**config.mk**
```make
export PLATFORM = sky130hd
export DESIGN_NAME = count_avg_collector
export DESIGN_NICKNAME = d
export VERILOG_FILES = /design/src/rtl/count_pkg.sv /design/src/rtl/busy_edge_det.sv /design/src/rtl/count_avg_collector.sv
export SDC_FILE = /design/constraint.sdc
export NUM_CORES = 1
export LEC_CHECK = 0
export BUFFER_PORTS_ARGS = -buffer_cell sky130_fd_sc_hd__buf_2
export CAP_MARGIN = 20
export CORE_MARGIN = 4
export CORE_UTILIZATION = 45
export CTS_CLUSTER_DIAMETER = 50
export DETAILED_ROUTE_END_ITERATION = 6
export GPL_ROUTABILITY_DRIVEN = 0
export HOLD_SLACK_MARGIN = 0.02
export PLACE_DENSITY = 0.73
export SYNTH_ARGS = -nofsm -noshare
export SYNTH_HDL_FRONTEND = slang
export SYNTH_SLANG_ARGS = --single-unit
```
**constraint.sdc**
```tcl
create_clock -name clk -period 5.18 [get_ports clk]
set_clock_uncertainty 0.15 [all_clocks]
set_input_delay 1.036 -clock clk [delete_from_list [all_inputs] [get_ports clk]]
set_output_delay 1.036 -clock clk [all_outputs]
set_load 0.005 [all_outputs]
```
**src/rtl/count_pkg.sv**
```systemverilog
// Shared types for the count FSM and its downstream consumers.
package count_pkg;

    typedef logic [4:0] count_t;

    localparam count_t COUNT_MISS = 5'd31;

    typedef enum logic {IDLE, COLLECT} coll_state_t;

endpackage

```
**src/rtl/busy_edge_det.sv**
```systemverilog
// Registers the count FSM busy line and flags its falling edge as a one-cycle done pulse.
module busy_edge_det (
    input  logic clk,
    input  logic rst,
    input  logic busy,
    output logic done
);

    logic busy_q;

    // NOTE: sequential state always uses non-blocking assignments so every flop samples pre-edge values.
    always_ff @(posedge clk) begin
        if (rst) busy_q <= 1'b0;
        else     busy_q <= busy;
    end

    assign done = busy_q & ~busy;

endmodule

```
**src/rtl/count_avg_collector.sv**
```systemverilog
// Collects 2^L valid count results per window and publishes avg/min/max/misses
// through a valid/ready result register.
module count_avg_collector
    import count_pkg::*;
#(
    parameter int L = 2
) (
    input  logic   clk,
    input  logic   rst,
    input  logic   en,
    input  logic   clear,
    input  logic   busy,
    input  count_t count_value,
    input  logic   out_ready,
    output logic   out_valid,
    output count_t avg_value,
    output count_t min_value,
    output count_t max_value,
    output logic [3:0] miss_count,
    output logic   overrun,
    output logic   collecting
);

    typedef struct packed {
        logic [4+L:0] sum;
        count_t       min;
        count_t       max;
        logic [L-1:0] nsamp;
        logic [3:0]   miss;
    } acc_t;

    localparam acc_t ACC_INIT = '{sum: '0, min: COUNT_MISS, max: '0, nsamp: '0, miss: '0};

    logic        done;
    coll_state_t state;
    acc_t        acc;

    busy_edge_det u_busy_edge_det (
        .clk  (clk),
        .rst  (rst),
        .busy (busy),
        .done (done)
    );

    logic         capture;
    logic         is_miss;
    logic         valid_cap;
    logic         win_close;
    logic         res_free;
    logic [4+L:0] sum_next;
    count_t       min_next;
    count_t       max_next;

    always_comb begin
        capture   = (state == COLLECT) & en & done;
        is_miss   = (count_value == COUNT_MISS);
        valid_cap = capture & ~is_miss;
        win_close = valid_cap & (&acc.nsamp);
        res_free  = ~out_valid | out_ready;
        sum_next  = acc.sum + (5+L)'(count_value);
        min_next  = (count_value < acc.min) ? count_value : acc.min;
        max_next  = (count_value > acc.max) ? count_value : acc.max;
    end

    always_ff @(posedge clk) begin
        if (rst || clear) begin
            state      <= IDLE;
            collecting <= 1'b0;
            acc        <= ACC_INIT;
            out_valid  <= 1'b0;
            avg_value  <= '0;
            min_value  <= '0;
            max_value  <= '0;
            miss_count <= '0;
            overrun    <= 1'b0;
        end else begin
            if (out_valid && out_ready) out_valid <= 1'b0;

            case (state)
                IDLE: begin
                    acc <= ACC_INIT;
                    if (en) begin
                        state      <= COLLECT;
                        collecting <= 1'b1;
                    end
                end
                COLLECT: begin
                    if (!en) begin
                        state      <= IDLE;
                        collecting <= 1'b0;
                        acc        <= ACC_INIT;
                    end else if (win_close) begin
                        acc <= ACC_INIT;
                        // A full register that is not draining this cycle keeps its result.
                        if (res_free) begin
                            out_valid  <= 1'b1;
                            avg_value  <= sum_next[L +: 5];
                            min_value  <= min_next;
                            max_value  <= max_next;
                            miss_count <= acc.miss;
                        end else begin
                            overrun <= 1'b1;
                        end
                    end else if (valid_cap) begin
                        acc.sum   <= sum_next;
                        acc.min   <= min_next;
                        acc.max   <= max_next;
                        acc.nsamp <= acc.nsamp + 1'b1;
                    end else if (capture && acc.miss != 4'd15) begin
                        acc.miss <= acc.miss + 1'b1;
                    end
                end
                default: begin
                    state      <= IDLE;
                    collecting <= 1'b0;
                end
            endcase
        end
    end

endmodule

```
Word-level counts from Yosys, hierarchy flattened:

Cells that the tools add are included.

* flip-flop bits (word level): 47
* output and inout port bits: 22
* input bits: 11
* logic and storage cells: 62

* eq/ne operators: 7
* reduce and logical (&&, ||, !) cells: 8
* bitwise logic cells: 11
* add/subtract/negate cells: 3
* $lt $le $gt $ge: 2
* muxes and demuxes: 17

Operators by type and width (number)
* $mux 23: 2
* $pmux 23 s2: 1
* $mux 19: 1
* $mux 5: 2
* $mux 1: 8
* $mux 4: 2
* $ne 4x2->1 const B: 2
* $reduce_and 4->1: 2
* $add 7x5->7: 1
* $reduce_and 2->1: 3
* $and 1x1->1: 5
* $eq 5x5->1 const B: 1
* $gt 5x5->1: 1
* $lt 5x5->1: 1
* $not 1->1: 5
* $add 4x1->4 const B: 1
* $ne 2x2->1 const B: 2
* $ne 4x3->1 const B: 1
* $ne 4x4->1 const B: 1
* $add 2x1->2 const B: 1
* $logic_and 1x1->1: 2
* $pmux 1 s2: 1
* $logic_or 1x1->1: 1
* $or 1x1->1: 1

Depth between registers and ports, before layout:

Gate-level depths: netlist of the first run.

* word-level depth: 9
* gate-level depth with buffers: 8
* depth with buffers taken out: 8

Hierarchy:

Synthesis of the first run repeated with hierarchy kept, for this count alone.

* cell total of the unflattened synthesis: 273
* area, all modules: 2348.5 um2

Modules (own cells, without submodules)
* count_avg_collector: cells an instance 270, area an instance 2313.5 um2, instances 1
* busy_edge_det: cells an instance 3, area an instance 35.0 um2, instances 1

Worst setup path before layout of the first run:

Ideal clock, no wire load.

* path kind: input port to flip-flop
* from: input count_value[4]
* to: register acc[8] in the netlist's numbering
* setup slack: 2405 ps
* stages on the path: 7
* data arrival time: 2508 ps
* path buffers: 1
* library setup time: 117 ps
* cells stage by stage: ha_1 and3_1 and3_1 a31o_2 clkbuf_1 a31o_2 a22o_2

* cells in the longest elaborated chain, start to end: 7

RTL lines
* start, declared: line count_avg_collector.sv:13 `input count_t count_value,`
* parallel branches: the longest is 7 deep, another holds $gt 5x5->1
* end, declared: line count_avg_collector.sv:36 `acc_t acc;`

Parallel ways; which one is timed is not known. The select of a mux whose other input is x is not followed.
A chain may end at the register's enable or synchronous reset.

Worst setup path after layout of the first run:

* from: input en
* to: register avg_value[4]

* cells in the longest elaborated chain, start to end: 5

RTL lines
* start, declared: line count_avg_collector.sv:10 `input logic en,`
* $and 1x1->1 (2 in series): line count_avg_collector.sv:55 `capture = (state == COLLECT) & en & done;`
* $and 1x1->1: line count_avg_collector.sv:57 `valid_cap = capture & ~is_miss;`
* $and 1x1->1: line count_avg_collector.sv:58 `win_close = valid_cap & (&acc.nsamp);`
* $reduce_and 4->1 (no source line) (*)
* end signal, assigned: line count_avg_collector.sv:97 `avg_value <= sum_next[L +: 5];`
* end, declared: line count_avg_collector.sv:16 `output count_t avg_value,`

Mark *: on every way between the ends. The rest lies on a longest branch, timed or not.

==> flow_summary.yaml, run 1 <==
routing:
  drc: 0
  wirelength_um: 4934
  drt_iter0_drc: 157
  wl_per_cell_um: 14.06
  viasPerCell: 5.462
  first_pass_iters: 4
  dr_total_vias: 1917
  ant_nets: 0
timing:
  relSlewSlack: 0.4155
  finalCriticalPeriod_ns: 2.818
  hold_viol_final: 0
  setup_viol_count_final: 0
  max_freq_mhz: 354.9
  postLayoutSetupSlackWorst_ns: 2.362
  drv_slew: 0
  worst_pin_slew_ns: 0.8767
  setup_tns_ns: 0
  post-route-period-util: 0.5439
  rsz0062_at_grt: "no"
pwr:
  p_seq_frac: 0.582
  leakage_nw: 1.118
  p_switching_mw: 0.1486
  powerDensity_nw_per_um2: 240.3
  intPower_mw: 0.4772
  clkPwrFrac: 0.338
  max-vdd-ir-drop_uv: 136.0
  power_switching_share: 0.2375
  power_frac_comb: 0.080
outcome:
  status: "completed"
finish:
  layout_commonest_cell: "dfxtp_1"
  final_cell_mix: "dfxtp_1, buf_2, nand2_1, a21oi_1, ha_1"
  final_util: 0.5370
  stdcell_count: 351
  nFillCells: 450
  syn2layout_area_growth_pct: 12.00
  multi_input_area_um2: 1274
  diodes: 0
  final_net_count: 312
  drive_above_1_share: 0.1866
  seq_area_um2: 940.9
clock_tree:
  cts_tree: "yes"
  cts_max_level: 2
  cts_sinks: 47
  postCtsSetupRepairBufs: 0
  clk_pin_slew_worst_paths_ns: 0.08
  worstSkewPairLatency_ns: 0.29
  clock_path_buffers: 2
  cts-hold-fix-buffers: 0
  cts_resized: 0
  cts_root_buffer: "clkbuf_8"
  cts_buffers: 5
global_routing:
  grt_antenna_before_repair: 0
  grt_pass1_vias: 1862
  grt_pass1_wl_um: 8542
  grt_usage: 0.1689
  grt_overflow: 0
  grt_max_degree: 29
logic_synthesis:
  seq_area_frac_synth: 0.4047
  yosysWarnings: 0
  async_flop_share: 0
  ys_ff_latch: 47
  synth.top_cell.area_share: 0.4047
  netlist_instances: 254
  synth.largest_area_cell: "dfxtp_1"
  synthTopCellsByArea: "dfxtp_1, ha_1, a21oi_1"
  synth_edf_count: 0
  syn_area_per_cell_um2: 9.152
  synthFlopType: "dfxtp_1"
  syn-cell-area_um2: 2325
  synth_nets: 283
  synth.distinct_cells: 51
setup_path:
  critPathKind: "in2reg"
  critPathLaunchType: "primary input"
  worstPathRequired_ns: 5.28
  cp-end-kind: "register"
  worst-path-max-fanout: 28
  arrival_ns: 2.91
job:
  cap_violations: 0
floorplan:
  core_area_um2: 4848
  die_w_um: 79.88
  die_area_um2: 6380
  start_util: 0.4795
  dieHeight_um: 79.88
  rows: 25
  ioPinCount: 33
placed_design:
  dp_cells: 343
  dpl_worst_slack_ns: 2.038
  port_buffers: 32
  dpl.hpwl_um: 3469
hold_path:
  hp-class: "reg2reg"
## kinds of logic after synthesis
logic type                 after synthesis  synth area share
muxes                                   10           0.04306
and+or+nand+nor                         65            0.1378
adders and majority gates               18            0.1001
buffers and inverters                   26           0.04736
xor gates and xnor gates                 6           0.02260
DFF                                     47            0.4047
AOI/OAI and AO/OA                       82            0.2444
## layout make-up
class,instances,area share
multi-input combinational,181,0.4892
clock buffer,7,0.02931
timing repair buffer,33,0.06439
tap,67,0.03220
inverter,15,0.02162
clock inverter,1,0.001922
sequential,47,0.3614
## through the flow
stage | hold WS [ns] | total power [mW] | area (um2)
after floorplan | 0.2856 | 0.4068 | 2325
after global placement | 0.2940 | 0.4220 | 2522
after detailed placement | 0.2943 | 0.4225 | 2522
after CTS | 0.3057 | 0.6289 | 2604
after global routing | 0.3260 | 0.6491 | 2604
final | 0.3075 | 0.6258 | 2604
## power groups by stage
stage | Combinational [mW] | Sequential, mW | Clock (mW)
floorplan | 0.0341 | 0.373 | 0
global route | 0.0559 | 0.365 | 0.228
global placement | 0.0492 | 0.373 | 0
detailed placement | 0.0496 | 0.373 | 0
CTS | 0.0500 | 0.364 | 0.215
finish | 0.0502 | 0.364 | 0.211
## per-layer routing
metal  track usage  wire length, um
met3       0.03160              236
met1        0.2240             2433
met2        0.2755             2188
met5             0                0
met4       0.05574               76
## cells in the mapped netlist (2+ instances only)
library cell and count:
o22a_1 5, nor2b_1 2, nor2_1 11, a22oi_1 3, a21o_1 4, clkbuf_1 6, a32o_1 2, and3_1 3
nor3_1 2, o31ai_1 3, a22o_1 5, o21ai_0 14, mux2i_1 10, a31oi_1 3, nand2_1 25, buf_2 3
a31o_2 3, dfxtp_1 47, ha_1 17, a21oi_1 25, xnor2_1 5, a211oi_1 2, inv_1 15, nand3_1 8
nand2b_1 3, and2_1 3
## worst paths after layout
path | from | endpoint | slack (ns) | depth (start not counted)
max | en | avg_value[4] | 2.36 | 7
min | miss_count[3] | miss_count[3] | 0.31 | 2
max reg2reg | state | avg_value[4] | 2.83 | 6
min reg2reg | miss_count[3] | miss_count[3] | 0.31 | 2
## state kept, by name, indices dropped and copies added (netlist names)
signal	cells
u_busy_edge_det.busy_q	1
miss_count	4
out_valid	1
state	1
min_value	5
max_value	5
acc	23
avg_value	5
overrun	1
collecting	1
## worst max-delay path, stage by stage
cell and delay (ns):
buf_2 0.11, ha_1 0.23, nand2_1 0.12, a211oi_2 0.27
and2_1 0.76, o21ai_0 0.14, o21ba_2 0.25
Note: power is estimated with default switching activity, not from simulation.
==> inputs of run 2 (changes only) <==
--- a/config.mk
+++ b/config.mk
@@ -5,6 +5,7 @@
 export SDC_FILE = /design/constraint.sdc
 export NUM_CORES = 1
 export LEC_CHECK = 0
+export ABC_AREA = 1
 export BUFFER_PORTS_ARGS = -buffer_cell sky130_fd_sc_hd__buf_2
 export CAP_MARGIN = 20
 export CORE_MARGIN = 4
==> constraint.sdc (replaced) <==
create_clock -name clk -period 2.64 [get_ports clk]
set_clock_uncertainty 0.15 [all_clocks]
set_input_delay 0.528 -clock clk [delete_from_list [all_inputs] [get_ports clk]]
set_output_delay 0.528 -clock clk [all_outputs]
set_load 0.005 [all_outputs]
==> flow_summary.yaml, run 2 <==
clock_tree:
  cts_buffers: 5
  clock_path_buffers: 2
  clk_pin_slew_worst_paths_ns: 0.09
  cts_root_buffer: "clkbuf_8"
  cts_resized: 0
  postCtsSetupRepairBufs: 0
  cts_max_level: 2
  cts-hold-fix-buffers: 0
  worstSkewPairLatency_ns: 0.31
  cts_sinks: 47
  cts_tree: "yes"
logic_synthesis:
  netlist_instances: 357
  synthTopCellsByArea: "dfxtp_1, nand2_1, ha_1"
  ys_ff_latch: 47
  yosysMostFrequentCell: "nand2_1"
  syn-cell-area_um2: 2472
  ys_top_cells_by_count: "nand2_1, inv_1, dfxtp_1"
  synth.distinct_cells: 24
  synth.top_cell.area_share: 0.3806
  synth_nets: 386
  async_flop_share: 0
  synth.largest_area_cell: "dfxtp_1"
  syn_area_per_cell_um2: 6.925
  seq_area_frac_synth: 0.3806
  yosysWarnings: 0
  synthFlopType: "dfxtp_1"
  synth_edf_count: 0
timing:
  hold_viol_final: 0
  finalCriticalPeriod_ns: 2.020
  drv_slew: 0
  setup_tns_ns: 0
  setup_viol_count_final: 0
  post-route-period-util: 0.7652
  relSlewSlack: 0.6008
  max_freq_mhz: 495.0
  worst_pin_slew_ns: 0.5951
  rsz0062_at_grt: "no"
job:
  cap_violations: 0
finish:
  seq_area_um2: 940.9
  drive_above_1_share: 0.1378
  final_net_count: 420
  final_area_um2: 2826
  syn2layout_area_growth_pct: 14.32
  diodes: 0
  largest_reg_flops: 23
  stdcell_count: 462
  nFillCells: 507
  final_cell_mix: "nand2_1, inv_1, dfxtp_1"
  top_register: "acc"
  layout_commonest_cell: "nand2_1"
  multi_input_area_um2: 1291
routing:
  drc: 0
  dr_total_vias: 2263
  drt_iter0_drc: 86
  ant_nets: 0
  wirelength_um: 5443
  wl_per_cell_um: 11.78
  first_pass_iters: 4
  viasPerCell: 4.898
setup_path:
  arrival_ns: 2.09
  reg2regPathDepth: 9
  worst-path-max-fanout: 14
  critPathLaunchType: "register"
  worstPathRequired_ns: 2.71
  cp-end-kind: "register"
  critPathKind: "reg2reg"
floorplan:
  die_w_um: 82.12
  start_util: 0.4750
  die_area_um2: 6744
  core_area_um2: 5205
  rows: 26
  ioPinCount: 33
  dieHeight_um: 82.12
global_routing:
  use_met1: 0.2316
  top_usage_layer: "met2"
  grt_pass1_wl_um: 9349
  grt_antenna_before_repair: 0
  grt_overflow: 0
  grt_usage: 0.1789
  met3_usage: 0.03579
  met2_usage: 0.2981
  grt_max_degree: 28
  grt_pass1_vias: 2095
placed_design:
  dp_cells: 454
  port_buffers: 32
  placed_area_um2: 2705
  dpl.hpwl_um: 3921
pwr:
  powerDensity_nw_per_um2: 494.8
  max-vdd-ir-drop_uv: 249.0
  finalPower_mw: 1.398
  leakage_nw: 1.492
outcome:
  status: "completed"
hold_path:
  hold_path_depth: 2
  hp-class: "in2reg"
==> run 2: cell types whose count changed after synthesis, moves of 4 or more <==
cell / change
nand4_1: +10
a22o_1: -5
nand2_1: +81
nand3_1: +9
nor2_1: +16
o21ai_0: +11
a21o_1: -4
inv_1: +34
mux2i_1: -10
o22a_1: -5
o21a_1: +5
==> run 2: kinds of logic after synthesis <==
| logic type | count (synthesis) | synth area share |
|---|---|---|
| adders and majority gates | 18 | 0.09413 |
| and+or+nand+nor | 166 | 0.2819 |
| DFF | 47 | 0.3806 |
| AOI/OAI and AO/OA | 61 | 0.1311 |
| xor gates and xnor gates | 4 | 0.01417 |
| buffers and inverters | 61 | 0.09818 |
==> run 2: path summary, 6_finish.rpt <==
| check | from | endpoint | slack, ns |
|---|---|---|---|
| max | state | acc[7] | 0.62 |
| min | rst | u_busy_edge_det.busy_q | 0.24 |
| max reg2reg | state | acc[7] | 0.62 |
| min reg2reg | acc[9] | acc[9] | 0.32 |
==> run 2: worst max-delay path: stages (launching register included) <==
cell and delay (ns):
dfxtp_1 0.36, ha_1 0.22, nand2_1 0.08, nor2_2 0.14, nand2_1 0.11, nand2_1 0.10, inv_2 0.14, nor2_4 0.35
nand3_1 0.13, a21oi_1 0.15
==> run 2: metrics by stage <==
step	utilization	hold slack (ns)	setup WS (ns)
2_1_floorplan	-	0.2857	0.7443
3_3_place_gp	0.5197	0.2986	0.3783
3_5_place_dp	0.5197	0.3028	0.3638
4_1_cts	0.5430	0.2318	0.6209
5_1_grt	0.5430	0.2411	0.4927
6_report	0.5430	0.2392	0.6199
==> run 2: power by group <==
part           internal [mW]  total (mW)  switching, mW
Sequential             0.713       0.716        0.00244
Clock                  0.312       0.568          0.256
Combinational         0.0374       0.115         0.0772
==> run 2: final cells by class <==
type,count,area share
Clock buffer,6,0.02922
Inverter,52,0.06906
Multi-Input combinational cell,249,0.4568
Sequential cell,47,0.3329
Clock inverter,2,0.01372
Tap cell,70,0.03099
Timing Repair Buffer,36,0.06729
==> run 2: layer usage <==
layer  vias up  part of all wire
li1       1203                 -
met1      1007              0.46
met2        45              0.47
met3         8             0.048
met4         0             0.017
met5         -                 0
